--- config.mk ---
export PLATFORM = sky130hd
export DESIGN_NAME = ysyx_23060201_mem_arbiter
export DESIGN_NICKNAME = d
export VERILOG_FILES = /design/src/rtl/ysyx_23060201_mem_arbiter.sv
export SDC_FILE = /design/constraint.sdc
export NUM_CORES = 1
export LEC_CHECK = 0
export BUFFER_PORTS_ARGS = -buffer_cell sky130_fd_sc_hd__buf_2
export CORE_ASPECT_RATIO = 1.2
export CORE_UTILIZATION = 46
export DETAILED_ROUTE_END_ITERATION = 10
export PLACE_DENSITY = 0.9
export REMOVE_ABC_BUFFERS = 1
export SYNTH_ARGS = -nofsm -noshare
export SYNTH_HDL_FRONTEND = slang
export SYNTH_SLANG_ARGS = --single-unit
--- constraint.sdc ---
create_clock -name clk -period 5.2 [get_ports clk]
set_input_delay 0.26 -clock clk [delete_from_list [all_inputs] [get_ports clk]]
set_output_delay 0.26 -clock clk [all_outputs]
set_load 0.05 [all_outputs]
--- src/rtl/ysyx_23060201_mem_arbiter.sv ---
// Two-master (IFU read-only, LSU read/write) arbiter for a single memory port, one transaction in flight.
// Define ARB_ROUND_ROBIN_EN for round-robin grant; the default is fixed LSU-over-IFU priority.
module ysyx_23060201_mem_arbiter #(
    parameter int unsigned ADDR_WIDTH = 32,
    parameter int unsigned DATA_WIDTH = 32
) (
    input  logic                    clk,
    input  logic                    rst,
    input  logic                    ifu_req_valid,
    output logic                    ifu_req_ready,
    input  logic [ADDR_WIDTH-1:0]   ifu_addr,
    output logic                    ifu_resp_valid,
    output logic [DATA_WIDTH-1:0]   ifu_rdata,
    input  logic                    lsu_req_valid,
    output logic                    lsu_req_ready,
    input  logic [ADDR_WIDTH-1:0]   lsu_addr,
    input  logic                    lsu_wen,
    input  logic [DATA_WIDTH-1:0]   lsu_wdata,
    input  logic [DATA_WIDTH/8-1:0] lsu_wmask,
    output logic                    lsu_resp_valid,
    output logic [DATA_WIDTH-1:0]   lsu_rdata,
    output logic                    mem_req_valid,
    input  logic                    mem_req_ready,
    output logic [ADDR_WIDTH-1:0]   mem_addr,
    output logic                    mem_wen,
    output logic [DATA_WIDTH-1:0]   mem_wdata,
    output logic [DATA_WIDTH/8-1:0] mem_wmask,
    input  logic                    mem_resp_valid,
    input  logic [DATA_WIDTH-1:0]   mem_rdata
);

    localparam int unsigned MASK_WIDTH = DATA_WIDTH / 8;

    typedef enum logic [1:0] {
        IDLE,
        REQ,
        WAIT,
        RESP
    } state_e;

    state_e                  state_q;
    logic                    owner_q;
    logic [ADDR_WIDTH-1:0]   mem_addr_q;
    logic                    mem_wen_q;
    logic [DATA_WIDTH-1:0]   mem_wdata_q;
    logic [MASK_WIDTH-1:0]   mem_wmask_q;
    logic                    mem_req_valid_q;
    logic                    ifu_resp_valid_q;
    logic                    lsu_resp_valid_q;
    logic [DATA_WIDTH-1:0]   ifu_rdata_q;
    logic [DATA_WIDTH-1:0]   lsu_rdata_q;
    logic                    grant_lsu;
    logic                    grant_ifu;
`ifdef ARB_ROUND_ROBIN_EN
    logic                    last_owner_q;
`endif

    always_comb begin
        grant_lsu = lsu_req_valid;
`ifdef ARB_ROUND_ROBIN_EN
        // On contention the master that did not win last time goes first.
        if (lsu_req_valid && ifu_req_valid) begin
            grant_lsu = ~last_owner_q;
        end
`endif
        grant_ifu = ifu_req_valid & ~grant_lsu;
    end

    // Readies are masked by rst so every output reads 0 while reset is held.
    assign ifu_req_ready  = (state_q == IDLE) & grant_ifu & ~rst;
    assign lsu_req_ready  = (state_q == IDLE) & grant_lsu & ~rst;
    assign mem_req_valid  = mem_req_valid_q;
    assign mem_addr       = mem_addr_q;
    assign mem_wen        = mem_wen_q;
    assign mem_wdata      = mem_wdata_q;
    assign mem_wmask      = mem_wmask_q;
    assign ifu_resp_valid = ifu_resp_valid_q;
    assign lsu_resp_valid = lsu_resp_valid_q;
    assign ifu_rdata      = ifu_rdata_q;
    assign lsu_rdata      = lsu_rdata_q;

    always_ff @(posedge clk or posedge rst) begin
        if (rst) begin
            state_q          <= IDLE;
            owner_q          <= 1'b0;
            mem_addr_q       <= '0;
            mem_wen_q        <= 1'b0;
            mem_wdata_q      <= '0;
            mem_wmask_q      <= '0;
            mem_req_valid_q  <= 1'b0;
            ifu_resp_valid_q <= 1'b0;
            lsu_resp_valid_q <= 1'b0;
            ifu_rdata_q      <= '0;
            lsu_rdata_q      <= '0;
`ifdef ARB_ROUND_ROBIN_EN
            last_owner_q     <= 1'b0;
`endif
        end else begin
            case (state_q)
                IDLE: begin
                    if (grant_lsu) begin
                        owner_q         <= 1'b1;
                        mem_addr_q      <= lsu_addr;
                        mem_wen_q       <= lsu_wen;
                        mem_wdata_q     <= lsu_wdata;
                        mem_wmask_q     <= lsu_wen ? lsu_wmask : '0;
                        mem_req_valid_q <= 1'b1;
                        state_q         <= REQ;
`ifdef ARB_ROUND_ROBIN_EN
                        last_owner_q    <= 1'b1;
`endif
                    end else if (grant_ifu) begin
                        owner_q         <= 1'b0;
                        mem_addr_q      <= ifu_addr;
                        mem_wen_q       <= 1'b0;
                        mem_wdata_q     <= '0;
                        mem_wmask_q     <= '0;
                        mem_req_valid_q <= 1'b1;
                        state_q         <= REQ;
`ifdef ARB_ROUND_ROBIN_EN
                        last_owner_q    <= 1'b0;
`endif
                    end
                end
                REQ: begin
                    if (mem_req_ready) begin
                        mem_req_valid_q <= 1'b0;
                        state_q         <= WAIT;
                    end
                end
                WAIT: begin
                    if (mem_resp_valid) begin
                        if (owner_q) begin
                            // Stores complete without touching the load data register.
                            if (!mem_wen_q) begin
                                lsu_rdata_q <= mem_rdata;
                            end
                            lsu_resp_valid_q <= 1'b1;
                        end else begin
                            ifu_rdata_q      <= mem_rdata;
                            ifu_resp_valid_q <= 1'b1;
                        end
                        state_q <= RESP;
                    end
                end
                RESP: begin
                    ifu_resp_valid_q <= 1'b0;
                    lsu_resp_valid_q <= 1'b0;
                    state_q          <= IDLE;
                end
                default: state_q <= IDLE;
            endcase
        end
    end

endmodule

==> summary.txt <==
============================================================================
Outcome ....................................................... complete, no violations
Max Fanout on Critical Path ...................................           39
Reg clk slew, reported paths ..................................      0.06 ns
Worst min-delay path category .................................     in2async
Wire length reported by the detailed router ...................      14.0 mm
Initial Util ..................................................        47.5%
Initial antenna violation count ...............................            1
Cell area after synthesis .....................................     5800 um2
Area growth from synthesis to layout ..........................        35.5%
Main synth FF type ............................................ sky130_fd_sc_hd__dfrtp_1
Total placed cells including tap cells ........................          814
Total inserted antenna cells ..................................            0
Global router's overall resource usage ........................        21.8%
Worst max-slew margin expressed relative to the limit .........        28.5%
Yosys warning count ...........................................            0
Final Non-Filler Cells ........................................          846
Worst-Margin Slew .............................................      1.07 ns
Flip-flop and latch count after synthesis .....................          139
Total number of nets in the final design ......................          817
Core area .....................................................    12200 um2
Post-DR vias/cell .............................................         4.99
Pin count of the biggest net entering global routing ..........           90
Number of unique standard cell types used by synthesis ........           30
Count of final setup violators ................................            0
Floorplan die height ..........................................       125 um
Via Count .....................................................         4223
Length of the first detailed-routing pass in iterations .......            4
Reported max-cap violation count ..............................            0
TritonCTS clock tree ..........................................         done
Worst setup path category .....................................      reg2out
Worst Setup Slack, final ......................................      2.68 ns
Setup Skew ....................................................    0.0171 ns
Number of remaining DRC errors ................................            0
Die Footprint .................................................    13100 um2
TritonCTS Buffers .............................................           17
RSZ-0062 raised after global routing ..........................        false
Width of the die ..............................................       105 um
Final clock period utilization by the worst path ..............        48.5%
Final Hold Vio Count ..........................................            0
Arrival time reported for the critical path endpoint ..........      2.26 ns
Sum of met3 wire segment lengths after detailed routing .......       784 um
Proportion of layout cells with a drive suffix above 1 ........        55.9%
DRC violation total after the first TritonRoute iteration .....          133
Critical path data required time ..............................      4.94 ns
Syn avg cell area .............................................     14.6 um2
Post-Synthesis Cells ..........................................          398
Post-CTS Setup Bufs ...........................................            0
Final weighted congestion in routability-driven placement .....        0.826
Register-to-Register Path Depth ...............................            5
Quantity of I/O buffers inserted on ports .....................          276
Clock sinks ...................................................          139
IO Count ......................................................          277
Total number of H-tree levels .................................            4
Root buffer cell .............................................. sky130_fd_sc_hd__clkbuf_16
Pre-CTS WS ....................................................      2.86 ns
Post-layout util ..............................................        64.3%
Number of nets with antenna violations after detailed routing .            0
GRT overflow ..................................................            0
Max Slew Vio Count ............................................            0
Async set-reset flop share out of synthesis ...................         100%
Period minus WS final .........................................      2.52 ns
Cell row count ................................................           44
Kind of end point of the critical path ........................ primary output
Sequential share of the synthesized area ......................        60.0%
Highest signal layer in the routed design .....................         met5
First-pass GRT wire length ....................................      22.4 mm
Max Fclk ......................................................      397 MHz
Critical Path Source Type .....................................         flop
Met2 WL post-DR ...............................................      7.10 mm
M1 wire length ................................................      5.79 mm
Deepest clock path buffer count ...............................            2
Total negative slack ..........................................         0 ns
Estimated wirelength of the detail-placed design ..............      10.2 mm
Clock latency on the worst-skew pair ..........................      0.41 ns
Resize count post-CTS .........................................            0
Count of flip-flops with a built-in enable after synthesis ....            0
Vias in the first global route ................................         4386
Number of buffers added to fix hold violations after cts ......            0
Post-detailed-route wirelength per cell .......................      16.5 um
============================================================================
area by class of cell:
| type | count | area, um2 |
|---|---|---|
| inverters | 6 | 27.5 |
| fillers | 950 | 4360 |
| flip-flops and latches | 139 | 3480 |
| well taps | 161 | 201 |
| clock buffers | 18 | 439 |
| repair buffers | 280 | 1410 |
| multi-input cells | 228 | 2140 |
| clock inverters | 14 | 159 |
sequential cells by signal (all words and copies together) (netlist names):
signal	cells
ifu_rdata	32
ifu_resp_valid	1
lsu_rdata	32
lsu_resp_valid	1
mem_addr	32
mem_req_valid	1
mem_wdata	32
mem_wen	1
mem_wmask	4
owner_q	1
state_q	2
final timing paths:
check                        startpoint       endpoint  slack [ns]
setup / recovery             state_q[0]  lsu_req_ready        2.68
hold / removal                      rst  mem_req_valid       0.008
setup reg to reg             state_q[0]  ifu_rdata[18]        2.86
hold reg to reg             mem_addr[6]    mem_addr[6]        0.47
max in group asynchronous           rst  lsu_rdata[31]        4.04
min in group clk           lsu_wdata[4]   mem_wdata[4]        0.06
worst max-delay path: stages (launching register included):
cell                      delay, ns
sky130_fd_sc_hd__dfrtp_1       0.41
sky130_fd_sc_hd__inv_1         0.16
sky130_fd_sc_hd__ha_1          0.32
sky130_fd_sc_hd__and2_1        0.17
sky130_fd_sc_hd__buf_4         0.36
sky130_fd_sc_hd__and2_1        0.18
sky130_fd_sc_hd__buf_2         0.26
cells by family (layout without fill, tap and decap cells):
| kind of cell | Yosys count | in the layout | synth area share (%) |
|---|---|---|---|
| simple gates | 45 | 45 | 3.60 |
| fa+ha+maj | 6 | 6 | 1.29 |
| compound gates | 79 | 79 | 9.69 |
| buf+inv | 31 | 318 | 3.24 |
| mux | 98 | 98 | 22.2 |
| flops | 139 | 139 | 60.0 |
per-stage QoR:
step                hold slack (ns)  cell area, um2
floorplan                     0.393            5630
global placement              0.459            7260
detailed placement            0.466            7260
CTS                          0.0493            7860
global route                 0.0490            7860
finish                      0.00817            7860
cells in the mapped netlist, types with 2 or more instances:
cell type | number | share of area (%)
sky130_fd_sc_hd__dfrtp_1 | 139 | 60
sky130_fd_sc_hd__mux2_4 | 60 | 16
sky130_fd_sc_hd__mux2i_1 | 33 | 5.7
sky130_fd_sc_hd__buf_6 | 6 | 1.2
sky130_fd_sc_hd__buf_4 | 3 | 0.39
sky130_fd_sc_hd__ha_1 | 6 | 1.3
sky130_fd_sc_hd__clkbuf_1 | 4 | 0.26
sky130_fd_sc_hd__a22o_1 | 33 | 5.0
sky130_fd_sc_hd__nand2_1 | 34 | 2.2
sky130_fd_sc_hd__a21oi_1 | 2 | 0.17
sky130_fd_sc_hd__and2_1 | 2 | 0.22
sky130_fd_sc_hd__buf_2 | 12 | 1.0
sky130_fd_sc_hd__a32o_1 | 4 | 0.69
sky130_fd_sc_hd__nor2_1 | 2 | 0.13
sky130_fd_sc_hd__o21ai_0 | 34 | 2.9
sky130_fd_sc_hd__inv_1 | 6 | 0.39
sky130_fd_sc_hd__mux2_2 | 5 | 0.97
metal layers:
metal / vias to the layer above / global-route usage [%]
li1: 1975 / -
met1: 2046 / 26.4
met2: 178 / 37.2
met3: 22 / 5.37
met4: 2 / 9.33
met5: - / 0
cells in the final DEF (no fill, tap or decap), types with 6 or more instances in the layout:
master                      instances
sky130_fd_sc_hd__ha_1               6
sky130_fd_sc_hd__nand2_1           34
sky130_fd_sc_hd__buf_2            276
sky130_fd_sc_hd__mux2_4            60
sky130_fd_sc_hd__mux2i_1           33
sky130_fd_sc_hd__o21ai_0           34
sky130_fd_sc_hd__clkbuf_16         17
sky130_fd_sc_hd__a22o_1            33
sky130_fd_sc_hd__dfrtp_1          139
Power is not shown: default switching activity piles up to over one toggle a cycle in this logic, so the estimate is an artifact.
